--- src/rtl/keypad_scan.sv ---
// 4x4 matrix keypad scanner: row strobing, whole-scan debounce and single-key press events.
// Optional auto-repeat of a held key is enabled by defining KEYPAD_REPEAT_EN.
module keypad_scan #(
    parameter int unsigned SCAN_DIV       = 1000,
    parameter int unsigned DEBOUNCE_SCANS = 8,
    parameter int unsigned REPEAT_DELAY   = 60,
    parameter int unsigned REPEAT_RATE    = 15
) (
    input  logic       clk,
    input  logic       rst,
    output logic [3:0] row,
    input  logic [3:0] col,
    output logic [3:0] key_code,
    output logic       key_valid,
    output logic       key_down
);

    localparam int unsigned SlotW  = (SCAN_DIV > 1) ? $clog2(SCAN_DIV) : 1;
    localparam int unsigned MatchW = $clog2(DEBOUNCE_SCANS + 1);
    localparam logic [SlotW-1:0]  SlotLast = SlotW'(SCAN_DIV - 1);
    localparam logic [MatchW-1:0] MatchMax = MatchW'(DEBOUNCE_SCANS);

    if (SCAN_DIV < 4 || DEBOUNCE_SCANS < 1 || REPEAT_DELAY < 1 || REPEAT_RATE < 1)
    begin : g_param_check
        $error("keypad_scan: illegal parameter value");
    end

    typedef enum logic [1:0] {StRow0, StRow1, StRow2, StRow3} row_state_e;

    row_state_e        state_q, state_d;
    logic [SlotW-1:0]  slot_q;
    logic [3:0]        col_meta_q, col_sync_q;
    logic [15:0]       snap_q, snap_d, prev_q, stable_q, stable_d;
    logic [MatchW-1:0] match_q, match_d;
    logic [3:0]        key_code_q, key_code_d;
    logic              key_valid_q, key_valid_d, key_down_q;
    logic              last_slot, scan_end, accept, press, repeat_hit;

    function automatic logic [3:0] bit_index(input logic [15:0] v);
        bit_index = 4'd0;
        for (int i = 0; i < 16; i++) begin
            if (v[i]) bit_index = 4'(i);
        end
    endfunction

    // Idle columns read high, so the synchroniser resets to "no key".
    always_ff @(posedge clk or posedge rst) begin
        if (rst) begin
            col_meta_q <= 4'hF;
            col_sync_q <= 4'hF;
        end else begin
            col_meta_q <= col;
            col_sync_q <= col_meta_q;
        end
    end

    always_ff @(posedge clk or posedge rst) begin
        if (rst) begin
            state_q <= StRow0;
            slot_q  <= '0;
        end else begin
            state_q <= state_d;
            slot_q  <= last_slot ? '0 : slot_q + SlotW'(1);
        end
    end

    assign last_slot = (slot_q == SlotLast);
    assign scan_end  = last_slot && (state_q == StRow3);

    always_comb begin
        state_d = state_q;
        row     = 4'b1111;
        if (last_slot) state_d = row_state_e'(state_q + 2'd1);
        unique case (state_q)
            StRow0: row = 4'b1110;
            StRow1: row = 4'b1101;
            StRow2: row = 4'b1011;
            StRow3: row = 4'b0111;
        endcase
    end

    // snap_d already holds the ROW3 sample on scan end, so the compare sees the full scan.
    always_comb begin
        snap_d = snap_q;
        if (last_slot) snap_d[{state_q, 2'b00} +: 4] = ~col_sync_q;
    end

    always_comb begin
        match_d = match_q;
        if (scan_end) begin
            if (snap_d == prev_q) begin
                if (match_q != MatchMax) match_d = match_q + MatchW'(1);
            end else begin
                match_d = MatchW'(1);
            end
        end
    end

    assign accept   = scan_end && (match_d == MatchMax);
    assign stable_d = accept ? snap_d : stable_q;
    assign press    = accept && (stable_q == '0) && $onehot(snap_d);

`ifdef KEYPAD_REPEAT_EN
    localparam int unsigned HoldW = $clog2(REPEAT_DELAY + REPEAT_RATE + 1);
    localparam logic [HoldW-1:0] HoldDelay = HoldW'(REPEAT_DELAY);
    localparam logic [HoldW-1:0] HoldWrap  = HoldW'(REPEAT_DELAY + REPEAT_RATE);

    logic [HoldW-1:0] hold_q, hold_d, hold_inc;
    logic             armed_q, armed_d;

    // Only a key that was announced by a press event may repeat.
    always_comb begin
        hold_d     = hold_q;
        armed_d    = armed_q;
        repeat_hit = 1'b0;
        hold_inc   = hold_q + HoldW'(1);
        if (scan_end) begin
            if (stable_d != stable_q) begin
                hold_d  = '0;
                armed_d = press;
            end else if (armed_q) begin
                if (hold_inc == HoldWrap) begin
                    hold_d     = HoldDelay;
                    repeat_hit = 1'b1;
                end else begin
                    hold_d     = hold_inc;
                    repeat_hit = (hold_inc == HoldDelay);
                end
            end
        end
    end

    always_ff @(posedge clk or posedge rst) begin
        if (rst) begin
            hold_q  <= '0;
            armed_q <= 1'b0;
        end else begin
            hold_q  <= hold_d;
            armed_q <= armed_d;
        end
    end
`else
    assign repeat_hit = 1'b0;
`endif

    assign key_valid_d = press || repeat_hit;
    assign key_code_d  = press ? bit_index(snap_d) : key_code_q;

    always_ff @(posedge clk or posedge rst) begin
        if (rst) begin
            snap_q      <= '0;
            prev_q      <= '0;
            stable_q    <= '0;
            match_q     <= '0;
            key_code_q  <= '0;
            key_valid_q <= 1'b0;
            key_down_q  <= 1'b0;
        end else begin
            snap_q      <= snap_d;
            if (scan_end) prev_q <= snap_d;
            stable_q    <= stable_d;
            match_q     <= match_d;
            key_code_q  <= key_code_d;
            key_valid_q <= key_valid_d;
            key_down_q  <= |stable_d;
        end
    end

    assign key_code  = key_code_q;
    assign key_valid = key_valid_q;
    assign key_down  = key_down_q;

endmodule

--- config.mk ---
export PLATFORM = sky130hd
export DESIGN_NAME = keypad_scan
export DESIGN_NICKNAME = d
export VERILOG_FILES = /design/src/rtl/keypad_scan.sv
export SDC_FILE = /design/constraint.sdc
export NUM_CORES = 1
export LEC_CHECK = 0
export ABC_AREA = 1
export CAP_MARGIN = 30
export CORE_MARGIN = 3
export CORE_UTILIZATION = 40
export CTS_CLUSTER_SIZE = 10
export DETAILED_ROUTE_END_ITERATION = 16
export GPL_TIMING_DRIVEN = 0
export PLACE_DENSITY = 0.64
export SYNTH_ARGS = -nofsm -noshare
export SYNTH_HDL_FRONTEND = slang
export SYNTH_SLANG_ARGS = --single-unit
export TNS_END_PERCENT = 20
--- constraint.sdc ---
create_clock -name clk -period 5.6 [get_ports clk]
set_clock_uncertainty 0.2 [all_clocks]
set_input_delay 1.12 -clock clk [delete_from_list [all_inputs] [get_ports clk]]
set_output_delay 1.12 -clock clk [all_outputs]
set_load 0.02 [all_outputs]
==> impl_metrics.yaml <==
run:
  maxCapViolCount: 0
floorplanning:
  die_h_um: 111
  rows: 37
  fp.dieArea_sq_mm: 0.0123
  start_util_pct: 41.8
  die_w_um: 111
  num_io_pins: 16
  core-area_sq_mm: 0.0105
worst_setup_path:
  crit_chain: "inv_4, ha_4, nor2_1, nand4_1, nand2_1, nand2_1, nand2_4, inv_1, fa_1, fa_1, fa_1, inv_1, fa_1, ha_2, fa_1, nor4_2, nand4_1, a2111oi_2, nand2_1, inv_2, buf_4, nor2_1, a21oi_1"
  cp.required_ns: 5.69
  crit_top_cell: "fa_1"
  critPathArrivalTime_ns: 5.68
  cpLargestDelayFamily: "adder cells"
  endpoint_kind: "flop"
  critPathSlowestCell: "fa_1"
  path_max_fanout: 8
  cpPeakStageDelay_ns: 0.57
  critPathLaunchType: "flop"
  worstSetupPathType: "reg -> reg"
  critical_path_buf_inv_count: 5
clocking:
  cts-hold-fix-buffers: 0
  clock-root-buffer: "clkbuf_8"
  clock_path_buffers: 2
  insertion_delay_ns: 0.36
  htreeDepth: 3
  cts.sinks: 78
  cts_tree: "yes"
  cts_buffers: 9
  clkTransAtPathRegs_ns: 0.08
placed_design:
  place_congestion: 0.883
  port_buffers: 15
  post-dp-hpwl_mm: 7.77
  dp_cells: 707
synth:
  synth_cells: 555
  synth_edf_count: 0
  synthDistinctLibCells: 38
  synth.avg_cell_area_sq_um: 7.92
  yosysTopAreaCell: "dfrtp_1"
  post-synth-top-count-cell: "nand2_1"
  synth_ff_type: "dfrtp_1"
  async_reset_ff_share_pct: 100
  synth_seq_cells: 78
  netlist.area_leader.share_pct: 39.9
  yosys-top-cells-count: "nand2_1, dfrtp_1, inv_1, nor2_1, o21ai_0"
  synthTopCellsByArea: "dfrtp_1, nand2_1, inv_1"
  syn_nets: 584
  seq_area_frac_synth_pct: 44.6
  yosysWarnings: 0
  synth_area_sq_mm: 0.00439
final_layout:
  area_growth_pct: 18.9
  finalNonFillerCells: 739
  nNetsFinal: 627
  drive_above_1_share_pct: 15.8
  fillers: 994
  antenna_cells: 0
route:
  dr.pass1.iters: 5
  drtAntennaViolNets: 0
  wl_per_cell_um: 14.8
  drt-total-wl_mm: 10.9
  avgViaCountPerCell: 5.12
  num_vias: 3782
  drt-initial-drc-count: 252
  drcViolationCount: 0
sta:
  period_share_pct: 99.7
  finalSetupTns_ns: 0
  setup_viol: 0
  min_period_ns: 5.58
  fmaxAchievable_mhz: 179
  tightest_slew_ns: 0.484
  slew_headroom_pct: 67.8
  grt_setup_unrepaired: "yes"
  hold_viol_final: 0
  slew_violations: 0
min_path:
  hold_path_class: "reg -> reg"
grt:
  grt_use_total_pct: 18.4
  grt_pass1_wl_mm: 18.2
  grt_max_degree: 45
  antenna_found_initial: 0
  grt.overflow.total: 0
  first_global_vias: 3768
pwr:
  irDropWorstVdd_mv: 0.155
  powerDensity_mw_per_mm2: 194
  static-leakage-power_nw: 2.71
run_status:
  status: "complete, no violations"
## worst reg2reg max path: stages (launching register included)
cell and delay, ns:
dfrtp_2 0.46, inv_4 0.14, ha_4 0.24, nor2_1 0.14, nand4_1 0.12, nand2_1 0.08
nand2_1 0.09, nand2_4 0.12, inv_1 0.07, fa_1 0.57, fa_1 0.44, fa_1 0.50
inv_1 0.05, fa_1 0.50, ha_2 0.20, fa_1 0.43, nor4_2 0.16, nand4_1 0.16
a2111oi_2 0.30, nand2_1 0.16, inv_2 0.14, buf_4 0.12, nor2_1 0.03, a21oi_1 0.10
## flip-flops by register name (all words and copies together) (netlist names), 2 cells and up
name        count
snap_q         16
match_q         4
stable_q       16
col_meta_q      4
state_q         2
key_code        4
col_sync_q      4
prev_q         16
slot_q         10
## cells by family (layout without fill, tap and decap cells)
group,Yosys count,after routing,share of synthesized area (%)
multiplexers,1,1,0.228
XOR/XNOR,6,6,1.20
adder cells (fa/ha/maj),23,23,8.26
AND/OR/NAND/NOR,317,317,32.0
buffers and inverters,78,126,7.26
flip-flops,78,78,44.6
AO/OA/AOI/OAI,52,52,6.38
## placed cells by master, fill, tap and decap left out, types with 12 or more instances in the layout
| cell | count |
|---|---|
| nor2_1 | 50 |
| clkdlybuf4s50_1 | 15 |
| buf_4 | 17 |
| dfrtp_1 | 69 |
| inv_1 | 58 |
| o21ai_0 | 27 |
| nand2_1 | 177 |
| nand3_1 | 28 |
| nand2_2 | 12 |
| o21ai_1 | 12 |
## final cells by class
class | count | area [sq um] | share of cell area (%)
buffer | 8 | 61.3 | 1.17
clock buffer | 11 | 141 | 2.71
clock inverter | 5 | 50.0 | 0.958
inverter | 69 | 275 | 5.27
multi-input combinational | 399 | 2250 | 43.0
sequential | 78 | 1960 | 37.6
tap | 136 | 170 | 3.26
timing repair buffer | 33 | 318 | 6.08
## per-stage QoR
stage | area (sq um) | utilization, % | total power [W] | setup slack [ns] | hold slack [ns]
global route | 5230 | 49.7 | 0.00105 | -0.308 | 0.166
finish | 5230 | 49.7 | 0.00101 | 0.0163 | 0.157
floorplan | 4390 | - | 0.000590 | 0.126 | 0.145
detailed placement | 4740 | 45.1 | 0.000600 | -0.588 | 0.147
global placement | 4710 | 44.9 | 0.000597 | -0.517 | 0.146
CTS | 5090 | 48.4 | 0.00103 | 0.00130 | 0.159
## power breakdown
group | switching, W | leakage, nW | total, W | internal, W
logic | 0.0000125 | 1.56 | 0.0000187 | 0.00000615
clock network | 0.000208 | 0.103 | 0.000423 | 0.000215
registers | 0.00000158 | 1.05 | 0.000570 | 0.000568
total | 0.000222 | 2.71 | 0.00101 | 0.000789
## repair_timing
action                                  in CTS  in global routing
gates resized for setup                     26                 22
pin swaps                                    5                 12
endpoints found under the setup margin       5                  5
setup buffers                               10                  7
## per-layer routing
| metal | track usage [%] | wire, um |
|---|---|---|
| met5 | 0 | 0 |
| met4 | 5.50 | 170 |
| met3 | 4.80 | 503 |
| met2 | 30.1 | 5330 |
| met1 | 23.9 | 4910 |
## worst paths after layout
check                              start             to  slack [ns]  cells after the start
setup reg to reg              state_q[0]    key_code[0]        0.02                     23
hold / removal             col_meta_q[1]  col_sync_q[1]        0.16                      0
setup / recovery              state_q[0]    key_code[0]        0.02                     23
max in group asynchronous            rst  col_sync_q[1]        3.66                      3
min in group asynchronous            rst    stable_q[4]        0.92                      2
hold reg to reg            col_meta_q[1]  col_sync_q[1]        0.16                      0
(Power assumes the default switching activity.)
==> patch, RTL diff (same settings) <==
The option `KEYPAD_REPEAT_EN` is turned on by a define.
--- a/src/rtl/keypad_scan.sv
+++ b/src/rtl/keypad_scan.sv
@@ -2,2 +2,4 @@
 // Optional auto-repeat of a held key is enabled by defining KEYPAD_REPEAT_EN.
+`define KEYPAD_REPEAT_EN
+
 module keypad_scan #(
Check against the original RTL: no difference found for any inputs over 10 cycles, from zero or initial values and one cycle with rst high; that may be too few to reach the edited logic, so the function may still have changed.
==> patch against the original RTL <==
- sequential share of layout area is 8.1 points lower
- worst setup slack better by 0.099 ns
- sequential cell count is 8 higher
- largest power group unchanged
- global-route usage is 2.1 points higher
- total power is 25% higher
- cell area is 40% higher
- wire length is 57% higher
- area after synthesis is 43% higher
- sequential power is 10% higher
- critical path type unchanged
==> patch: results (changes against the original RTL) <==
Outcome
  • Status: finished clean

Timing
  • Slew headroom: 57.02% (-11 points)

Final layout
  • Fill count: 1543 (+55%)
  • Final Net Count: 961 (+53%)
  • Share of cells above drive strength 1: 17.11% (+1.4 points)
  • Antenna cell count: 0 (unchanged)
  • Biggest registers after layout: prev_q (16), snap_q (16), stable_q (16)

Logic synthesis
  • Synth top area cells: dfrtp_1, nand2_1, nand3_1
  • Netlist cell types: 43 (+13%)
  • Net count of the mapped netlist: 911 (+56%)
  • Seq/Total Area, Yosys: 34.51% (-10 points)
  • Fraction of registers with async set or reset after synthesis: 100.0% (unchanged)
  • Total of warnings raised by yosys: 0 (unchanged)
  • Most instantiated cells after synthesis: nand2_1, nand3_1, inv_1
  • Synthesized area divided by synthesized cell count: 7.119 sq um (-10%)

Power
  • Static power due to leakage: 3.916 nW (+44%)
  • VDD IR-drop max: 0.0001459 V (-6.1%)

Route
  • Routed via count divided by cell count: 5.203 (+1.7%)
  • Routed len/inst: 14.95 microns (+1.2%)
  • First-pass iteration count of the detailed router: 5 (unchanged)
  • Via count of the routed design: 5963 (+58%)
  • DRC marker count from the first detailed-route iteration: 602 (+140%)

Placed design
  • Buffers added on ports: 15 (unchanged)
  • Half-perimeter wire length after placement: 12.48 mm (+61%)
  • Placer Congestion: 0.9588 (+8.6%)
  • Post-detailed-placement cell area: 0.006710 sq mm (+41%)

Critical path
  • Worst endpoint data arrival time: 5.53 ns (-0.15 ns)
  • Highest net fanout along the worst path: 9 (+1)
  • Crit path launch: state_q[0]

Global routing
  • Global router's overall resource usage: 20.45% (+2.1 points)
  • First-pass GRT wire length: 28.57 mm (+57%)
  • Via count of the first global-routing pass: 5526 (+47%)
  • Number of antenna violations at the first check in global routing: 0 (unchanged)
  • Maximum number of pins on one net before global-route repair: 68 (+51%)

Clock network
  • H-tree levels: 3 (unchanged)
  • Clk root buf: clkbuf_16
  • Clock latency on the worst-skew pair: 0.36 ns (about the same)
  • Number of clock buffers inserted by TritonCTS: 9 (unchanged)
  • Maximum number of buffers from clock root to sink: 2 (unchanged)
  • Clock transition time at the flip-flop clock pins of the worst setup and hold paths: 0.07 ns

Hold path
  • Hold/Removal Path Class: reg2reg
  • Worst hold start: col_meta_q[3]
-- patch: metal layers --
metal  global-route usage, %  part of all wire (%)
met5                       0                     0
met4                   9.977                   3.8
met3                   2.642                   5.5
met2                   31.60                    45
met1                   28.42                    45
-- patch: path summary, 6_finish.rpt --
check / endpoint / depth (start not counted) / slack, ns
worst max-delay path: key_code[3] / 24 / 0.12
worst min-delay path: col_sync_q[3] / 0 / 0.16
worst max register to register: key_code[3] / 24 / 0.12
worst min register to register: col_sync_q[3] / 0 / 0.16
max in group asynchronous: col_meta_q[1] / 3 / 3.68
min in group asynchronous: stable_q[7] / 2 / 0.86
-- patch: cells by family (layout without fill, tap and decap cells) --
kind of cell               Yosys count  count (layout)  share of synthesized area [%]
AOI/OAI and AO/OA                   67              67                          6.052
xor gates and xnor gates            10              10                          1.398
buffers and inverters              138             193                          9.586
DFF                                 86              86                          34.51
and+or+nand+nor                    554             554                          42.26
adders and majority gates           25              25                          6.191
-- patch: power breakdown --
group | switching, mW | internal, mW | leakage, nW
logic | 0.0150 | 0.00653 | 2.61
clock network | 0.267 | 0.347 | 0.146
registers | 0.00226 | 0.626 | 1.16
-- patch: cell type report --
type                       instances  area share [%]
clock inverter                     7           1.006
clock buffer                       9           3.069
tap                              211           3.597
sequential                        86           29.47
buffer                            15           1.926
timing repair buffer              41           4.978
multi-input combinational        656           49.52
inverter                         121           6.427
-- patch: per-stage QoR --
stage,worst slack (ns),util (%)
2_1_floorplan,0.06700,-
3_3_place_gp,-0.7079,43.78
3_5_place_dp,-0.6857,43.98
4_1_cts,0.004560,47.49
5_1_grt,-0.2336,48.10
6_report,0.1152,48.10
-- patch: worst max-delay path, stage by stage (launching register included) --
cell	delay (ns)
dfrtp_2	0.39
clkinv_4	0.09
ha_4	0.34
inv_6	0.07
nor2_4	0.11
nand3_1	0.09
nand4_1	0.18
nand2_4	0.08
inv_2	0.11
fa_1	0.42
inv_1	0.11
fa_1	0.44
fa_1	0.51
inv_1	0.05
fa_1	0.48
ha_2	0.19
fa_1	0.42
nor4_2	0.14
nand4_1	0.15
a2111oi_2	0.22
nand2_1	0.18
inv_2	0.14
nand4_1	0.10
o21ai_1	0.10
inv_1	0.05
-- patch: timing repair --
item | 4_1_cts | 5_1_grt
pin swaps | 16 | 9
endpoints found under the hold margin | 0 | 0
endpoints found under the setup margin | 6 | 6
buffers inserted | 19 | 6
gates resized for setup | 42 | 12
